File: config.mk
export PLATFORM = sky130hd
export DESIGN_NAME = mig_write_sequencer
export DESIGN_NICKNAME = d
export VERILOG_FILES = /design/src/rtl/mig_write_sequencer.sv
export SDC_FILE = /design/constraint.sdc
export NUM_CORES = 1
export LEC_CHECK = 0
export CORE_AREA = 10 10 268 270
export DETAILED_ROUTE_END_ITERATION = 8
export DIE_AREA = 0 0 278 280
export GPL_ROUTABILITY_DRIVEN = 0
export PLACE_DENSITY_LB_ADDON = 0.05
export SYNTH_ARGS = -nofsm -noshare
export SYNTH_HDL_FRONTEND = slang
export SYNTH_SLANG_ARGS = --single-unit
File: constraint.sdc
create_clock -name clk_ram -period 1.95 [get_ports clk_ram]
set_input_delay 0.39 -clock clk_ram [delete_from_list [all_inputs] [get_ports clk_ram]]
set_output_delay 0.39 -clock clk_ram [all_outputs]
set_load 0.005 [all_outputs]
File: src/rtl/mig_write_sequencer.sv
// rtl/mig_write_sequencer.sv - two-beat MIG write burst sequencer fed from command and data FIFOs
// One command pop and two data pops per burst; MIG command and write-data channels retire independently.
module mig_write_sequencer #(
    parameter int ADDR_W = 29,
    parameter int DATA_W = 256
) (
    input  logic                clk_ram,
    input  logic                rst_n,
    input  logic                init_calib_complete,
    output logic                cmd_fifo_rd_en,
    input  logic [29:0]         cmd_fifo_rd_data,
    input  logic [8:0]          cmd_fifo_rd_size,
    output logic                data_fifo_rd_en,
    input  logic [DATA_W-1:0]   data_fifo_rd_data,
    input  logic [9:0]          data_fifo_rd_size,
    output logic [ADDR_W-1:0]   app_addr,
    output logic [2:0]          app_cmd,
    output logic                app_en,
    input  logic                app_rdy,
    output logic [DATA_W-1:0]   app_wdf_data,
    output logic [DATA_W/8-1:0] app_wdf_mask,
    output logic                app_wdf_wren,
    output logic                app_wdf_end,
    input  logic                app_wdf_rdy,
    output logic                app_ref_req,
    output logic                app_sr_req,
    output logic                app_zq_req,
    output logic                cmd_error,
    output logic [31:0]         burst_count,
    output logic [31:0]         stall_cycles
);

    localparam logic [2:0] S_IDLE  = 3'd0;
    localparam logic [2:0] S_POP   = 3'd1;
    localparam logic [2:0] S_LOAD0 = 3'd2;
    localparam logic [2:0] S_LOAD1 = 3'd3;
    localparam logic [2:0] S_ISSUE = 3'd4;

    localparam int CMD_BIT = 29;

    logic [2:0]        state;
    logic              armed;
    logic              cmd_done;
    logic              data_done;
    logic [DATA_W-1:0] beat1;
    logic              cmd_ok;
    logic              data_ok;
    logic              stall_now;
    logic              can_pop;

    assign app_cmd      = 3'b000;
    assign app_wdf_mask = '0;
    assign app_ref_req  = 1'b0;
    assign app_sr_req   = 1'b0;
    assign app_zq_req   = 1'b0;

    // A channel counts as finished once it has retired or retires on this edge.
    assign cmd_ok    = cmd_done | (app_en & app_rdy);
    assign data_ok   = data_done | (app_wdf_wren & app_wdf_end & app_wdf_rdy);
    assign stall_now = (app_en & ~app_rdy) | (app_wdf_wren & ~app_wdf_rdy);
    assign can_pop   = armed && init_calib_complete &&
                       (cmd_fifo_rd_size != 9'd0) && (data_fifo_rd_size >= 10'd2);

    always_ff @(posedge clk_ram or negedge rst_n) begin
        if (!rst_n) begin
            state           <= S_IDLE;
            armed           <= 1'b0;
            cmd_done        <= 1'b0;
            data_done       <= 1'b0;
            beat1           <= '0;
            cmd_fifo_rd_en  <= 1'b0;
            data_fifo_rd_en <= 1'b0;
            app_addr        <= '0;
            app_en          <= 1'b0;
            app_wdf_data    <= '0;
            app_wdf_wren    <= 1'b0;
            app_wdf_end     <= 1'b0;
            cmd_error       <= 1'b0;
            burst_count     <= '0;
            stall_cycles    <= '0;
        end else begin
            // Holds off the first pop by one edge after reset release.
            armed <= 1'b1;
            case (state)
                S_IDLE: begin
                    if (can_pop) begin
                        state           <= S_POP;
                        cmd_fifo_rd_en  <= 1'b1;
                        data_fifo_rd_en <= 1'b1;
                    end
                end
                S_POP: begin
                    state           <= S_LOAD0;
                    cmd_fifo_rd_en  <= 1'b0;
                    data_fifo_rd_en <= 1'b1;
                end
                S_LOAD0: begin
                    state           <= S_LOAD1;
                    data_fifo_rd_en <= 1'b0;
                    app_addr        <= cmd_fifo_rd_data[ADDR_W-1:0];
                    app_wdf_data    <= data_fifo_rd_data;
                    if (cmd_fifo_rd_data[CMD_BIT]) begin
                        cmd_error <= 1'b1;
                    end
                end
                S_LOAD1: begin
                    state        <= S_ISSUE;
                    beat1        <= data_fifo_rd_data;
                    app_en       <= 1'b1;
                    app_wdf_wren <= 1'b1;
                    app_wdf_end  <= 1'b0;
                    cmd_done     <= 1'b0;
                    data_done    <= 1'b0;
                end
                S_ISSUE: begin
                    if (app_en && app_rdy) begin
                        app_en   <= 1'b0;
                        cmd_done <= 1'b1;
                    end
                    if (app_wdf_wren && app_wdf_rdy) begin
                        if (!app_wdf_end) begin
                            app_wdf_data <= beat1;
                            app_wdf_end  <= 1'b1;
                        end else begin
                            app_wdf_wren <= 1'b0;
                            app_wdf_end  <= 1'b0;
                            data_done    <= 1'b1;
                        end
                    end
                    if (stall_now && (stall_cycles != 32'hFFFF_FFFF)) begin
                        stall_cycles <= stall_cycles + 32'd1;
                    end
                    if (cmd_ok && data_ok) begin
                        state <= S_IDLE;
                        if (burst_count != 32'hFFFF_FFFF) begin
                            burst_count <= burst_count + 32'd1;
                        end
                    end
                end
                default: state <= S_IDLE;
            endcase
        end
    end

endmodule

==> metrics.txt <==
Critical Path Sink Type flop; Max-Cap Viols 0; final cell count without fillers 3826; Power, Total 0.0576 W; Startpoint Class flop; Top FF cell, synth dfrtp_1; worst r2r dst app_wdf_data[147]$_DFFE_PN0P_; Clock Tree Buf Depth 3; crit path cell chain buf_4 > nor3b_4 > buf_4 > buf_4 > buf_16 > mux2i_1 > o21ai_0; most area-hungry cell type in the Yosys netlist dfrtp_1; worst setup margin about 35 ps; part of the power in registers between 30% and 40%; Critical path buffers and inverters 4; core area around 0.067 mm2; leakage power between 15 and 20 nW; Die Width around 280 um; Synth top area share roughly 60%; die area a little under 0.08 mm2; delay-heaviest family, CP buffers and inverters; GRT Util Overall a little over a fifth; Comb pwr share 39.2%; Sw Ratio between 30% and 40%; Placed Instances about 3700; PwrDens roughly 1500 mW/mm2; Register-to-Register Path Depth 7; Routed WL between 80 and 90 mm; Ys Warns 0; clock slew at reported path FFs roughly 60 ps; first-pass GRT wire length around 130 mm; final hold vios 0; DRT Pass-1 Iters 4; worst hold path class in2async; outcome complete, no violations; Synth Register Bits slightly above 600; Critical R2R Launch state[1]$_DFFE_PN0P_; Async SR Flop Fraction 100%; WHS between 200 and 250 ps; Crit Path Category reg2reg; CTS Buf Count 70; TritonCTS clock tree done; busiest layer in global routing met2; Fillers around 5700; minimum clock period after layout about 1900 ps; worst ir drop on vdd between 900 and 1000 uV; P&R area growth vs syn 43.1%; CP dominant cell by count buf_4; internal power 0.0389 W; routed vias 18826; number of global-route vias before repair 20320; Critical Path AT about 2400 ps; IO Count approximately 700; Clk network pwr share a little under a quarter; Slowest Stage Delay on Critical Path roughly 370 ps; proportion of layout cells with a drive suffix above 1 ~20%; final max-slew violation count 0; vias per std cell between 4 and 5; FMAX about 0.52 GHz; multi-input gate area in the final layout about 0.010 mm2; GR Util met1 22.3%; initial antenna violation count 26; Setup violations, final 0; Row Count 95; Root Buffer clkbuf_16; met3 Track Usage GR roughly 8.5%; met2 GRT Util 36.7%; Seq/Total Area, Yosys 59.2%; Worst-Skew Late Latency 620 ps; htree depth 3; final period utilization between 90% and 100%; register area ~0.015 mm2; Syn Area/Cell between 10 and 15 um2; slowest CP cell dfrtp_1; Mapped Cells 2112; unique cell type count in the Yosys netlist between 40 and 50; DP HPWL about 64 mm; worst-path fanout max between 40 and 50; global route overflow 0; RSZ-0062 raised after global routing yes; mapped cell area approximately 0.026 mm2; EDFF count, synth 0; DR WL/cell 22.0 um; Area contributors post-synth dfrtp_1 (59%), mux2_2 (12%), mux2i_1 (9.8%); Place WS -355 ps; pin count of the biggest net entering global routing 67; NetSw 0.0187 W; WP data required 2430 ps; Layout Nets 3200; reg2reg setup slack roughly 35 ps; IO buf count 663; Initial DRC Count between 800 and 900; antenna viol nets, final 0; number of clock sinks 617; Die H ~280 um; Initial Utilization between 30% and 40%; final clock skew between 20 and 30 ps; DRC violations left 0
## power groups by stage
| stage | sequential [W] | clock, W | combinational, W |
|---|---|---|---|
| 3_3_place_gp | 0.0220 | 0 | 0.0232 |
| 4_1_cts | 0.0221 | 0.0134 | 0.0231 |
| 2_1_floorplan | 0.0217 | 0 | 0.0113 |
| 5_1_grt | 0.0227 | 0.0139 | 0.0249 |
| 3_5_place_dp | 0.0223 | 0 | 0.0237 |
| 6_report | 0.0220 | 0.0130 | 0.0226 |
## state kept, by name, indices dropped and copies added, names as in the netlist, 3 cells and up
signal,count
app_wdf_data,256
beat1,256
burst_count,32
app_addr,29
stall_cycles,32
state,3
## worst max path at each step
| stage | start | end | slack [ps] | cells after the start |
|---|---|---|---|---|
| after CTS | state[1]$_DFFE_PN0P_ | burst_count[1]$_DFFE_PN0P_ | -1 | 5 |
| after floorplan | state[1]$_DFFE_PN0P_ | burst_count[1]$_DFFE_PN0P_ | -0.2 | 6 |
| after global routing | state[1]$_DFFE_PN0P_ | app_wdf_data[160]$_DFFE_PN0P_ | -70 | 7 |
| final | state[1]$_DFFE_PN0P_ | app_wdf_data[147]$_DFFE_PN0P_ | 40 | 7 |
| after detailed placement | app_wdf_rdy | burst_count[1]$_DFFE_PN0P_ | -350 | 6 |
| after global placement | app_wdf_rdy | burst_count[1]$_DFFE_PN0P_ | -380 | 6 |
## routing by layer
layer	vias to the layer above	routed length [um]	share of wire, %
met4	16	2720	3.2
li1	8881	-	-
met1	9298	31100	37
met3	142	6960	8.3
met2	489	43100	51
met5	-	94	0.11
## cells in the final DEF (no fill, tap or decap), types with 26 or more instances in the layout
master           synthesis  routed
dlygate4sd2_1            0     159
conb_1                   2      39
buf_4                   46     115
mux2i_1                256     256
buf_12                   0      46
mux2_2                 287     286
xnor2_1                 32      32
nand3_1                 32      30
nor2_1                  28      26
xor2_1                  28      28
dlymetal6s2s_1           0      44
clkbuf_16                0      70
o21ai_0                261     261
nand2_1                292     291
clkdlybuf4s50_1          0     458
dfrtp_1                617     615
## worst reg2reg max path, delay by kind of cell, from the launching register on
family / cells / cell delay [ps]
flops: 1 / 370
compound gates: 1 / 90
buf+inv: 4 / 840
simple gates: 1 / 180
mux: 1 / 310
## timing repair
item,CTS,global route
cloned,0,0
endpoints found under the setup margin,360,273
hold buffers,1,0
setup buffers,12,5
gates resized for setup,167,67
pin swaps,2,3
endpoints found under the hold margin,145,0
## area by class of cell
cell class / instances / share of cell area (%)
Clock buffer: 103 / 5.42
Tap cell: 873 / 2.92
Antenna cell: 18 / 0.121
Timing Repair Buffer: 829 / 22.6
Sequential cell: 617 / 41.3
Multi-Input combinational cell: 1364 / 26.9
Inverter: 6 / 0.0603
Clock inverter: 16 / 0.643
## kinds of logic after synthesis
| group | synth area share, % |
|---|---|
| xor+xnor | 2.01 |
| simple gates | 7.52 |
| mux | 22.2 |
| fa+ha+maj | 0.0959 |
| compound gates | 5.53 |
| flops | 59.2 |
| other cells | 0.0288 |
| buf+inv | 3.40 |
## metrics by stage
step,instance area (um2),util (%),TNS (ps)
2_1_floorplan,26200,-,-0.208
3_3_place_gp,34900,52.4,-78730
3_5_place_dp,34900,52.4,-81190
4_1_cts,37100,55.7,-1.18
5_1_grt,37300,56.1,-2780
6_report,37300,56.1,0
## synth_stat cells (3+ instances only)
library cell and instances:
mux2_2 287, dfrtp_1 617, o21ai_0 261, nor2_1 28, nand3_1 32, buf_2 56, inv_1 6, nand4_1 18
buf_4 46, xnor2_1 32, buf_1 6, or2_2 4, nor4_1 8, nor4_2 3, nand2_1 292, xor2_1 28
mux2i_1 256, and4_1 7, clkbuf_1 52, nor3_1 18, and2_1 3, a21oi_1 7, and3_1 11
Note: power is estimated with default switching activity, not from simulation.
